`config.mk`:
```
export PLATFORM = sky130hd
export DESIGN_NAME = final_cpa_accumulate
export DESIGN_NICKNAME = d
export VERILOG_FILES = /design/src/rtl/final_cpa_accumulate.sv
export SDC_FILE = /design/constraint.sdc
export NUM_CORES = 1
export LEC_CHECK = 0
export BUFFER_PORTS_ARGS = -buffer_cell sky130_fd_sc_hd__buf_2
export CORE_MARGIN = 1.5
export CORE_UTILIZATION = 53
export CTS_BUF_LIST = sky130_fd_sc_hd__clkbuf_16
export DETAILED_ROUTE_END_ITERATION = 10
export GPL_ROUTABILITY_DRIVEN = 0
export PLACE_DENSITY = 0.73
export SLEW_MARGIN = 20
export SYNTH_ARGS = -nofsm -noshare
export SYNTH_HDL_FRONTEND = slang
export SYNTH_SLANG_ARGS = --single-unit
export TNS_END_PERCENT = 50
```
`constraint.sdc`:
```
create_clock -name clk -period 2.91 [get_ports clk]
set_input_delay 0.4365 -clock clk [delete_from_list [all_inputs] [get_ports clk]]
set_output_delay 0.4365 -clock clk [all_outputs]
set_load 0.02 [all_outputs]
```
`src/rtl/final_cpa_accumulate.sv`:
```
// Final carry-propagate adder for a multiplier's compressed rows, followed by a
// saturating dot-product accumulator. It is a three-stage pipeline that stalls as a whole.
module final_cpa_accumulate #(
  parameter int BITWIDTH  = 8,
  parameter int ACC_WIDTH = 24
) (
  input  logic                    clk,
  input  logic                    rst,
  input  logic                    in_valid,
  output logic                    in_ready,
  input  logic [2*BITWIDTH-1:0]   row_a,
  input  logic [2*BITWIDTH-1:0]   row_b,
  input  logic                    in_first,
  input  logic                    in_last,
  output logic                    out_valid,
  input  logic                    out_ready,
  output logic [ACC_WIDTH-1:0]    acc_out,
  output logic                    out_sat
);

  localparam logic [ACC_WIDTH:0] ACC_MAX = {1'b0, {ACC_WIDTH{1'b1}}};

  logic                    s1_valid_q, s1_valid_d;
  logic [BITWIDTH:0]       s1_lo_q, s1_lo_d;
  logic [BITWIDTH-1:0]     s1_hi_a_q, s1_hi_a_d;
  logic [BITWIDTH-1:0]     s1_hi_b_q, s1_hi_b_d;
  logic                    s1_first_q, s1_first_d;
  logic                    s1_last_q, s1_last_d;

  logic                    s2_valid_q, s2_valid_d;
  logic [2*BITWIDTH-1:0]   s2_prod_q, s2_prod_d;
  logic                    s2_first_q, s2_first_d;
  logic                    s2_last_q, s2_last_d;

  logic [ACC_WIDTH-1:0]    acc_q, acc_d;
  logic                    sat_q, sat_d;
  logic [ACC_WIDTH-1:0]    acc_out_q, acc_out_d;
  logic                    out_sat_q, out_sat_d;
  logic                    out_valid_q, out_valid_d;

  logic                    advance_s;
  logic [BITWIDTH-1:0]     hi_sum_s;
  logic [ACC_WIDTH:0]      base_s;
  logic [ACC_WIDTH:0]      sum_s;
  logic [ACC_WIDTH-1:0]    acc_new_s;
  logic                    sat_new_s;

  always_comb begin
    if (rst) begin
      in_ready = 1'b0;
    end else begin
      in_ready = ~(out_valid_q & ~out_ready);
    end
  end

  assign advance_s = in_ready;
  assign out_valid = out_valid_q;
  assign acc_out   = acc_out_q;
  assign out_sat   = out_sat_q;

  // Split the carry-propagate add in half: low half with carry-out, then high half.
  always_comb begin
    s1_valid_d = advance_s ? in_valid : s1_valid_q;
    s1_lo_d    = advance_s ? ({1'b0, row_a[BITWIDTH-1:0]} + {1'b0, row_b[BITWIDTH-1:0]}) : s1_lo_q;
    s1_hi_a_d  = advance_s ? row_a[2*BITWIDTH-1:BITWIDTH] : s1_hi_a_q;
    s1_hi_b_d  = advance_s ? row_b[2*BITWIDTH-1:BITWIDTH] : s1_hi_b_q;
    s1_first_d = advance_s ? in_first : s1_first_q;
    s1_last_d  = advance_s ? in_last : s1_last_q;

    hi_sum_s   = s1_hi_a_q + s1_hi_b_q + {{(BITWIDTH-1){1'b0}}, s1_lo_q[BITWIDTH]};
    s2_valid_d = advance_s ? s1_valid_q : s2_valid_q;
    s2_prod_d  = advance_s ? {hi_sum_s, s1_lo_q[BITWIDTH-1:0]} : s2_prod_q;
    s2_first_d = advance_s ? s1_first_q : s2_first_q;
    s2_last_d  = advance_s ? s1_last_q : s2_last_q;
  end

  // Accumulate with clipping; a first term restarts both the sum and the sticky flag.
  always_comb begin
    base_s = s2_first_q ? {(ACC_WIDTH+1){1'b0}} : {1'b0, acc_q};
    sum_s  = base_s + {{(ACC_WIDTH+1-2*BITWIDTH){1'b0}}, s2_prod_q};
    if (sum_s > ACC_MAX) begin
      acc_new_s = {ACC_WIDTH{1'b1}};
      sat_new_s = 1'b1;
    end else begin
      acc_new_s = sum_s[ACC_WIDTH-1:0];
      sat_new_s = s2_first_q ? 1'b0 : sat_q;
    end

    acc_d       = acc_q;
    sat_d       = sat_q;
    acc_out_d   = acc_out_q;
    out_sat_d   = out_sat_q;
    out_valid_d = out_valid_q & ~out_ready;
    if (advance_s && s2_valid_q) begin
      if (s2_last_q) begin
        acc_d       = {ACC_WIDTH{1'b0}};
        sat_d       = 1'b0;
        acc_out_d   = acc_new_s;
        out_sat_d   = sat_new_s;
        out_valid_d = 1'b1;
      end else begin
        acc_d = acc_new_s;
        sat_d = sat_new_s;
      end
    end else begin
      acc_d = acc_q;
    end
  end

  always_ff @(posedge clk) begin
    if (rst) begin
      s1_valid_q  <= 1'b0;
      s1_lo_q     <= {(BITWIDTH+1){1'b0}};
      s1_hi_a_q   <= {BITWIDTH{1'b0}};
      s1_hi_b_q   <= {BITWIDTH{1'b0}};
      s1_first_q  <= 1'b0;
      s1_last_q   <= 1'b0;
      s2_valid_q  <= 1'b0;
      s2_prod_q   <= {(2*BITWIDTH){1'b0}};
      s2_first_q  <= 1'b0;
      s2_last_q   <= 1'b0;
      acc_q       <= {ACC_WIDTH{1'b0}};
      sat_q       <= 1'b0;
      acc_out_q   <= {ACC_WIDTH{1'b0}};
      out_sat_q   <= 1'b0;
      out_valid_q <= 1'b0;
    end else begin
      s1_valid_q  <= s1_valid_d;
      s1_lo_q     <= s1_lo_d;
      s1_hi_a_q   <= s1_hi_a_d;
      s1_hi_b_q   <= s1_hi_b_d;
      s1_first_q  <= s1_first_d;
      s1_last_q   <= s1_last_d;
      s2_valid_q  <= s2_valid_d;
      s2_prod_q   <= s2_prod_d;
      s2_first_q  <= s2_first_d;
      s2_last_q   <= s2_last_d;
      acc_q       <= acc_d;
      sat_q       <= sat_d;
      acc_out_q   <= acc_out_d;
      out_sat_q   <= out_sat_d;
      out_valid_q <= out_valid_d;
    end
  end

endmodule

```
==> results.sh, run 1 <==
export IMPL_start_kind="register"
export IMPL_clk_pin_slew_worst_paths_ps=70
export IMPL_ys_ff_latch=98
export IMPL_cp_common_cell="nor2b_1"
export IMPL_nets=798
export IMPL_crit_arrival_ps=2900
export IMPL_ys_seq_area_frac=0.374
export IMPL_worst_pin_slew_ps=848
export IMPL_grtUsageTotal=0.237
export IMPL_first_iter_violations=190
export IMPL_overflow=0
export IMPL_clock_fmax_mhz=379
export IMPL_fin_area_um2=6030
export IMPL_crit_path_cell_trace="nor2b_1, ha_1, inv_1, fa_1, nand2b_1, a21oi_1, o21a_2, o211ai_4, a21oi_4, buf_4, nor2b_1, a211oi_1"
export IMPL_outcome="finished clean"
export IMPL_io_buffers=64
export IMPL_crit_family="compound AO/OA/AOI/OAI gates"
export IMPL_ys_warn_count=0
export IMPL_syn2layout_area_growth_pct=14.9
export IMPL_place_hpwl_um=8590
export IMPL_diodes=0
export IMPL_finalCritPeriodShare=0.906
export IMPL_hold_viol_final=0
export IMPL_timing_final_crit_period_ps=2640
export IMPL_drv_slew=0
export IMPL_rr_worst_depth=12
export IMPL_async_reset_ff_frac=0
export IMPL_h_tree_depth=3
export IMPL_drcViolationCount=0
export IMPL_rr_endpoint="acc_out[1]$_SDFFE_PP0P_"
export IMPL_power_density_nw_per_um2=478
export IMPL_clockBufferDepth=2
export IMPL_via_per_inst=5.51
export IMPL_min_delay_start="row_b[12]"
export IMPL_io_pins=65
export IMPL_grt_max_degree=77
export IMPL_layout_setup_ws_ps=272
export IMPL_detail_route_antenna_nets=0
export IMPL_fp_coreArea_um2=9680
export IMPL_syn_cell_area_um2=5250
export IMPL_synth_edff_count=0
export IMPL_hold_path_depth=3
export IMPL_clock_latency_ps=350
export IMPL_placed_area_um2=5720
export IMPL_wl_um=11800
export IMPL_yosys_area_top_type="dfxtp_1"
export IMPL_initial_core_util=0.542
export IMPL_cts_sinks=98
export IMPL_die_x_um=103
export IMPL_min_to="s1_hi_b_q[4]$_SDFFE_PP0P_"
export IMPL_cts_tree="done"
export IMPL_final_layout_size_suffix_gt1_frac=0.159
export IMPL_dr_total_vias=4758
export IMPL_setup_tns_ps=0
export IMPL_finClkSkew_ps=11.6
export IMPL_die_height_um=103
export IMPL_synth_area_leaders="dfxtp_1, nand2_1, ha_1, a21oi_1, o21ai_0"
export IMPL_ys_flop_type="dfxtp_1"
export IMPL_clockRootBuffer="clkbuf_16"
export IMPL_netlist_cell_type_count=56
export IMPL_crit_buf_inv=2
export IMPL_antenna_found_initial=0
export IMPL_crit_slowest_cell="fa_1"
export IMPL_critical_path_class="register to register"
export IMPL_rrSetupSlack_ps=270
export IMPL_numCtsBuffers=9
export IMPL_grt_pass1_vias=4262
export IMPL_drt_pass1_iter_count=5
export IMPL_max_stage_delay_ps=370
export IMPL_rows=36
export IMPL_nFillCells=865
export IMPL_hold_class="input pin to register"
export IMPL_cap_violations=0
export IMPL_path_max_fanout=6
export IMPL_syn_num_nets=739
export IMPL_die_area_um2=10500
export IMPL_synth_area_per_cell_um2=7.87
export IMPL_final_core_utilization=0.623
export IMPL_setup_viol=0
export IMPL_cp_data_required_time_ps=3180
export IMPL_ir_drop_mv=0.258
export IMPL_rsz0062_at_grt="no"
export IMPL_grt_pass1_wl_um=19700
export IMPL_hold_ws_ps=326
export IMPL_relSlewSlack=0.434
export IMPL_netlist_instances=667
export IMPL_p_leak_nw=2.62
export IMPL_synth_top_area_share=0.374
export IMPL_timing_rr_start="acc_q[0]$_SDFFE_PP0P_"
export IMPL_wl_per_cell_um=13.6
export IMPL_post_place_ws_ps=181
export IMPL_critPathCaptureType="register"
==> metal layers <==
layer | GRT usage | part of all wire | vias to the layer above
met2 | 0.395 | 0.47 | 118
met4 | 0.0801 | 0.012 | 0
met3 | 0.0325 | 0.047 | 12
li1 | - | - | 2436
met5 | 0 | 0 | -
met1 | 0.317 | 0.47 | 2192
==> synth_stat cells (all sizes together) (5+ instances only) <==
| cell | instances |
|---|---|
| nand2 | 134 |
| dfxtp | 98 |
| a21oi | 73 |
| nor2 | 46 |
| o21ai | 42 |
| clkbuf | 31 |
| ha | 30 |
| nor3 | 27 |
| nor2b | 23 |
| inv | 21 |
| a211oi | 20 |
| xnor2 | 15 |
| xor2 | 9 |
| a21o | 7 |
| a31oi | 7 |
| o211ai | 7 |
| o21a | 7 |
| nand3 | 6 |
| buf | 5 |
| nor4 | 5 |
==> stage by stage <==
| step | std cells | total power [mW] |
|---|---|---|
| 6_report | 864 | 2.88 |
| 2_1_floorplan | 667 | 1.68 |
| 3_3_place_gp | 844 | 1.78 |
| 3_5_place_dp | 844 | 1.79 |
| 4_1_cts | 860 | 2.90 |
| 5_1_grt | 864 | 3.00 |
==> tightest hold or removal path: stages <==
cell and delay, ps:
buf_2 90, nand2_1 40, a21oi_1 50
==> where the power goes <==
part	switching, mW	leakage [nW]	internal, mW
Clock	0.536	0.134	0.587
Sequential	0.0377	0.801	1.40
Combinational	0.186	1.68	0.138
==> worst max-delay path by stage <==
stage                            startpoint                       end  slack (ps)  cells after the start
floorplan           s2_first_q$_SDFFE_PP0P_    acc_q[20]$_SDFFE_PP0P_          50                     13
global placement      acc_q[0]$_SDFFE_PP0P_  acc_out[15]$_SDFFE_PP0P_         240                     11
detailed placement    acc_q[0]$_SDFFE_PP0P_  acc_out[19]$_SDFFE_PP0P_         180                     11
CTS                   acc_q[0]$_SDFFE_PP0P_  acc_out[19]$_SDFFE_PP0P_         150                     11
global route        s2_first_q$_SDFFE_PP0P_  acc_out[21]$_SDFFE_PP0P_          20                     11
finish                acc_q[0]$_SDFFE_PP0P_   acc_out[1]$_SDFFE_PP0P_         270                     12
==> cell usage in the layout, fill, tap and decap left out, drive strengths merged, types with 23 or more instances in the layout <==
cell type  synthesis  routed
a21oi             73      73
buf                5      84
dfxtp             98      98
ha                30      30
inv               21      23
nand2            134     134
nor2              46      46
nor2b             23      23
nor3              27      27
o21ai             42      42
==> cells by family after synthesis <==
logic type,count (synthesis),share of synthesized area
and+or+nand+nor,269,0.230
AOI/OAI and AO/OA,183,0.223
DFF,98,0.374
buffers and inverters,58,0.0441
adders and majority gates,34,0.0867
xor gates and xnor gates,24,0.0400
muxes,1,0.00191
==> final cells by class <==
| type | instances | area (um2) | share of cell area |
|---|---|---|---|
| clock buffer | 9 | 225 | 0.0373 |
| clock inverter | 7 | 53.8 | 0.00892 |
| inverter | 22 | 82.6 | 0.0137 |
| multi-input combinational | 511 | 3060 | 0.507 |
| sequential | 98 | 1960 | 0.325 |
| tap | 133 | 166 | 0.0276 |
| timing repair buffer | 84 | 483 | 0.0801 |
==> sequential cells by signal, summed over array words and instances (netlist names) <==
register,flops
acc_out,24
acc_q,24
s2_prod_q,16
s1_lo_q,9
s1_hi_a_q,8
s1_hi_b_q,8
out_sat,1
out_valid,1
s1_first_q,1
s1_last_q,1
s1_valid_q,1
s2_first_q,1
s2_last_q,1
s2_valid_q,1
sat_q,1
==> repair_timing <==
action / 4_1_cts / 5_1_grt
setup buffers: 0 / 4
gates resized for setup: 0 / 0
endpoints found under the setup margin: 0 / 5
hold buffers: 0 / 0
Note: power is estimated with default switching activity, not from simulation.
==> inputs of run 2 (changes only) <==
==> constraint.sdc (replaced) <==
create_clock -name clk -period 2.19 [get_ports clk]
set_input_delay 0.3285 -clock clk [delete_from_list [all_inputs] [get_ports clk]]
set_output_delay 0.3285 -clock clk [all_outputs]
set_load 0.02 [all_outputs]
==> results.sh, run 2 (synthesized netlist as in run 1, its figures left out) <==
export IMPL_io_buffers=64
export IMPL_crit_arrival_ps=2900
export IMPL_path_max_fanout=7
export IMPL_clk_pin_slew_worst_paths_ps=80
export IMPL_rr_worst_depth=13
export IMPL_worst_pin_slew_ps=443
export IMPL_die_area_um2=10500
export IMPL_total_power_mw=4.02
export IMPL_die_x_um=103
export IMPL_die_height_um=103
export IMPL_cts_tree="done"
export IMPL_violations="negative setup slack"
export IMPL_finClkSkew_ps=12.0
export IMPL_clock_fmax_mhz=379
export IMPL_first_iter_violations=319
export IMPL_dr_total_vias=5335
export IMPL_critical_path_class="register to register"
export IMPL_timing_final_crit_period_ps=2640
export IMPL_wl_per_cell_um=16.0
export IMPL_drv_slew=0
export IMPL_rrSetupSlack_ps=-450
export IMPL_grt_max_degree=77
export IMPL_ir_drop_mv=0.326
export IMPL_clockBufferDepth=2
export IMPL_swShare=0.276
export IMPL_setup_viol=50
export IMPL_placed_area_um2=6170
export IMPL_grt_pass1_vias=4807
export IMPL_grt_pass1_wl_um=22400
export IMPL_wl_um=14800
export IMPL_startpoint="s2_first_q$_SDFFE_PP0P_"
export IMPL_p_leak_nw=3.00
export IMPL_fp_coreArea_um2=9680
export IMPL_p_int_mw=2.91
export IMPL_antenna_found_initial=0
export IMPL_hold_class="input pin to register"
export IMPL_max_stage_delay_ps=360
export IMPL_cts_sinks=98
export IMPL_crit_slowest_cell="fa_2"
export IMPL_diodes=0
export IMPL_crit_family="compound AO/OA/AOI/OAI gates"
export IMPL_start_kind="register"
export IMPL_rows=36
export IMPL_rr_endpoint="acc_out[1]$_SDFFE_PP0P_"
export IMPL_overflow=0
export IMPL_drcViolationCount=0
export IMPL_timing_rr_start="s2_first_q$_SDFFE_PP0P_"
export IMPL_clock_latency_ps=350
export IMPL_hold_ws_ps=216
export IMPL_rsz0062_at_grt="yes"
export IMPL_syn2layout_area_growth_pct=31.5
export IMPL_cap_violations=0
export IMPL_layout_setup_ws_ps=-445
export IMPL_cp_data_required_time_ps=2450
export IMPL_outcome="finished with violations"
export IMPL_initial_core_util=0.542
export IMPL_crit_path_cell_trace="buf_8, nor2b_4, ha_4, inv_2, fa_2, nand2b_4, a21oi_4, o21a_2, o211ai_4, a21oi_4, buf_6, nor2b_4, a211oi_2"
export IMPL_numCtsBuffers=9
export IMPL_endpoint="acc_out[1]$_SDFFE_PP0P_"
export IMPL_grt_busiest_layer="met2"
export IMPL_h_tree_depth=3
export IMPL_gr_usage_met3=0.0414
export IMPL_met2_usage=0.445
export IMPL_final_layout_size_suffix_gt1_frac=0.292
export IMPL_cp_depth=13
export IMPL_place_hpwl_um=9320
export IMPL_drt_pass1_iter_count=6
export IMPL_nets=862
export IMPL_setup_tns_ps=-17230
export IMPL_clkPwrFrac=0.387
export IMPL_detail_route_antenna_nets=0
export IMPL_via_per_inst=5.75
export IMPL_hold_viol_final=0
export IMPL_grtUsageTotal=0.270
export IMPL_mostFrequentLayoutCells="nand2_1, dfxtp_1, buf_4"
export IMPL_power_density_nw_per_um2=582
export IMPL_use_met1=0.349
export IMPL_io_pins=65
export IMPL_clockRootBuffer="clkbuf_16"
export IMPL_relSlewSlack=0.705
export IMPL_critPathCaptureType="register"
export IMPL_fin_area_um2=6910
export IMPL_mostFrequentLayoutCell="nand2_1"
export IMPL_p_switching_mw=1.11
export IMPL_p_seq_frac=0.475
export IMPL_crit_buf_inv=3
export IMPL_finalCritPeriodShare=1.20
export IMPL_combPwrFrac=0.138
==> run 2: cell count changes in the layout (fill, tap and decap cells not counted), sizes merged <==
cell      delta
bufbuf       +1
buf         +63
inv          +1
clkinvlp     +1
clkinv       -2
==> run 2: tightest hold or removal path, delay by kind of cell <==
family	cells	cell delay (ps)
AO/OA/AOI/OAI	1	50
buffers and inverters	1	90
AND/OR/NAND/NOR	1	40
==> run 2: how the worst min path moves through the flow <==
stage	startpoint	to	slack (ps)	cells past startpoint
CTS	in_last	s1_last_q$_SDFFE_PP0P_	210	3
detailed placement	acc_q[6]$_SDFFE_PP0P_	acc_q[6]$_SDFFE_PP0P_	440	2
global placement	acc_q[10]$_SDFFE_PP0P_	acc_q[10]$_SDFFE_PP0P_	430	2
floorplan	acc_q[13]$_SDFFE_PP0P_	acc_q[13]$_SDFFE_PP0P_	410	2
global route	row_a[12]	s1_hi_a_q[4]$_SDFFE_PP0P_	220	3
finish	in_last	s1_last_q$_SDFFE_PP0P_	220	3
==> run 2: per-layer routing <==
| metal | share of wire | vias up |
|---|---|---|
| met3 | 0.060 | 68 |
| met2 | 0.49 | 252 |
| met4 | 0.040 | 0 |
| met1 | 0.41 | 2444 |
| met5 | 0 | - |
| li1 | - | 2571 |
==> run 2: power groups by stage <==
stage,logic [mW],registers (mW),clock network [mW]
2_1_floorplan,0.311,1.93,0
3_3_place_gp,0.471,1.94,0
3_5_place_dp,0.480,1.94,0
4_1_cts,0.500,1.90,1.57
5_1_grt,0.612,1.91,1.66
6_report,0.554,1.91,1.55
==> run 2: per-stage QoR <==
stage | cells | util | worst slack (ps)
final | 928 | 0.713 | -445
after global routing | 928 | 0.713 | -543
after CTS | 920 | 0.684 | -368
after detailed placement | 898 | 0.637 | -475
after global placement | 898 | 0.637 | -357
after floorplan | 667 | - | -346
==> run 2: layout make-up <==
class                           count  area (um2)
Clock buffer                        9         225
Fill cell                         756        2780
Tap cell                          133         166
Clock inverter                      7        62.6
Sequential cell                    98        1970
Multi-Input combinational cell    511        3360
Inverter                           22        82.6
Timing Repair Buffer              148        1040
==> run 2: timing repair <==
item	in CTS	in global routing
hold buffers	0	0
gates cloned	1	0
resized for setup	29	61
buffers inserted	5	10
pin swaps	14	38
endpoints found under the setup margin	50	54
==> inputs of run 3 (changes only) <==
--- a/config.mk
+++ b/config.mk
@@ -12,6 +12,7 @@
 export DETAILED_ROUTE_END_ITERATION = 10
 export GPL_ROUTABILITY_DRIVEN = 0
 export PLACE_DENSITY = 0.73
+export SKIP_CTS_REPAIR_TIMING = 1
 export SLEW_MARGIN = 20
 export SYNTH_ARGS = -nofsm -noshare
 export SYNTH_HDL_FRONTEND = slang
==> results.sh, run 3 (synthesized netlist as in run 1, its figures left out) <==
export IMPL_outcome="finished with violations"
export IMPL_violations="negative setup slack"
export IMPL_overflow=0
export IMPL_p_leak_nw=2.99
export IMPL_critical_path_class="register to register"
export IMPL_clock_latency_ps=350
export IMPL_rr_endpoint="acc_out[1]$_SDFFE_PP0P_"
export IMPL_startpoint="s2_first_q$_SDFFE_PP0P_"
export IMPL_grtUsageTotal=0.263
export IMPL_cts_tree="done"
export IMPL_layout_setup_ws_ps=-422
export IMPL_syn2layout_area_growth_pct=32.8
export IMPL_wl_um=14500
export IMPL_fin_area_um2=6970
export IMPL_drt_pass1_iter_count=7
export IMPL_cap_violations=0
export IMPL_setup_tns_ps=-16530
export IMPL_cts_sinks=98
export IMPL_endpoint="acc_out[1]$_SDFFE_PP0P_"
export IMPL_mostFrequentLayoutCell="nand2_1"
export IMPL_grt_max_degree=77
export IMPL_fp_coreArea_um2=9680
export IMPL_finClkSkew_ps=11.3
export IMPL_rsz0062_at_grt="yes"
export IMPL_die_x_um=103
export IMPL_mostFrequentLayoutCells="nand2_1, dfxtp_1, buf_4"
export IMPL_timing_final_crit_period_ps=2610
export IMPL_die_height_um=103
export IMPL_nFillCells=769
export IMPL_diodes=0
export IMPL_clockBufferDepth=2
export IMPL_rows=36
export IMPL_h_tree_depth=3
export IMPL_power_density_nw_per_um2=579
export IMPL_clk_pin_slew_worst_paths_ps=80
export IMPL_initial_core_util=0.542
export IMPL_detail_route_antenna_nets=0
export IMPL_wl_per_cell_um=15.6
export IMPL_die_area_um2=10500
export IMPL_drcViolationCount=0
export IMPL_nets=863
export IMPL_place_hpwl_um=9320
export IMPL_dr_total_vias=5259
export IMPL_crit_arrival_ps=2880
export IMPL_path_max_fanout=6
export IMPL_setup_viol=50
export IMPL_critPathCaptureType="register"
export IMPL_grt_pass1_wl_um=21900
export IMPL_post_place_ws_ps=-475
export IMPL_io_pins=65
export IMPL_hold_class="input pin to register"
export IMPL_via_per_inst=5.66
export IMPL_rr_worst_depth=14
export IMPL_hold_viol_final=0
export IMPL_io_buffers=64
export IMPL_grt_pass1_vias=4732
export IMPL_ir_drop_mv=0.395
export IMPL_antenna_found_initial=0
export IMPL_timing_rr_start="s2_first_q$_SDFFE_PP0P_"
export IMPL_clock_fmax_mhz=383
export IMPL_placed_area_um2=6170
export IMPL_drv_slew=0
export IMPL_multiInputGateArea_um2=3430
export IMPL_relSlewSlack=0.704
export IMPL_total_power_mw=4.03
export IMPL_first_iter_violations=301
export IMPL_final_layout_size_suffix_gt1_frac=0.317
export IMPL_numCtsBuffers=9
export IMPL_finalCritPeriodShare=1.19
export IMPL_start_kind="register"
export IMPL_rrSetupSlack_ps=-420
export IMPL_worst_pin_slew_ps=445
export IMPL_cp_data_required_time_ps=2460
export IMPL_seq_area_um2=1970
export IMPL_final_core_utilization=0.720
export IMPL_clockRootBuffer="clkbuf_16"
run 3: worst min-delay path by stage:
stage,start,to,cells past startpoint
floorplan,acc_q[13]$_SDFFE_PP0P_,acc_q[13]$_SDFFE_PP0P_,2
global placement,acc_q[10]$_SDFFE_PP0P_,acc_q[10]$_SDFFE_PP0P_,2
detailed placement,acc_q[6]$_SDFFE_PP0P_,acc_q[6]$_SDFFE_PP0P_,2
CTS,in_last,s1_last_q$_SDFFE_PP0P_,3
global route,row_a[12],s1_hi_a_q[4]$_SDFFE_PP0P_,3
finish,in_last,s1_last_q$_SDFFE_PP0P_,3
run 3: power by group:
part / total (mW) / internal (mW) / switching [mW]
clock: 1.56 / 0.794 / 0.769
sequential: 1.91 / 1.85 / 0.0525
combinational: 0.563 / 0.270 / 0.293
total: 4.03 / 2.92 / 1.11
run 3: final cells by class:
cell class,count,share of cell area
Inverter,22,0.0118
Multi-Input combinational cell,511,0.492
Clock buffer,9,0.0323
Tap cell,133,0.0239
Clock inverter,7,0.00897
Sequential cell,98,0.282
Timing Repair Buffer,149,0.149
run 3: critical path: stages (launching register included):
cell and delay [ps]:
dfxtp_4 370, clkbuf_16 160, nor2b_4 120, ha_2 200, inv_2 40, fa_2 350, nand2b_4 160, a21oi_4 150
o21a_4 170, o211ai_4 100, a21oi_4 240, buf_12 150, buf_6 110, nor2b_2 50, a211oi_2 170
run 3: through the flow:
| step | instances | hold WS [ps] |
|---|---|---|
| after floorplan | 667 | 408 |
| after global placement | 898 | 425 |
| after detailed placement | 898 | 439 |
| after CTS | 914 | 214 |
| after global routing | 929 | 215 |
| final | 929 | 213 |
run 3: metal layers:
layer | vias to the layer above | global-route usage | part of all wire
li1 | 2574 | - | -
met1 | 2440 | 0.348 | 0.43
met2 | 209 | 0.440 | 0.49
met3 | 36 | 0.0353 | 0.057
met4 | 0 | 0.100 | 0.027
met5 | - | 0 | 0
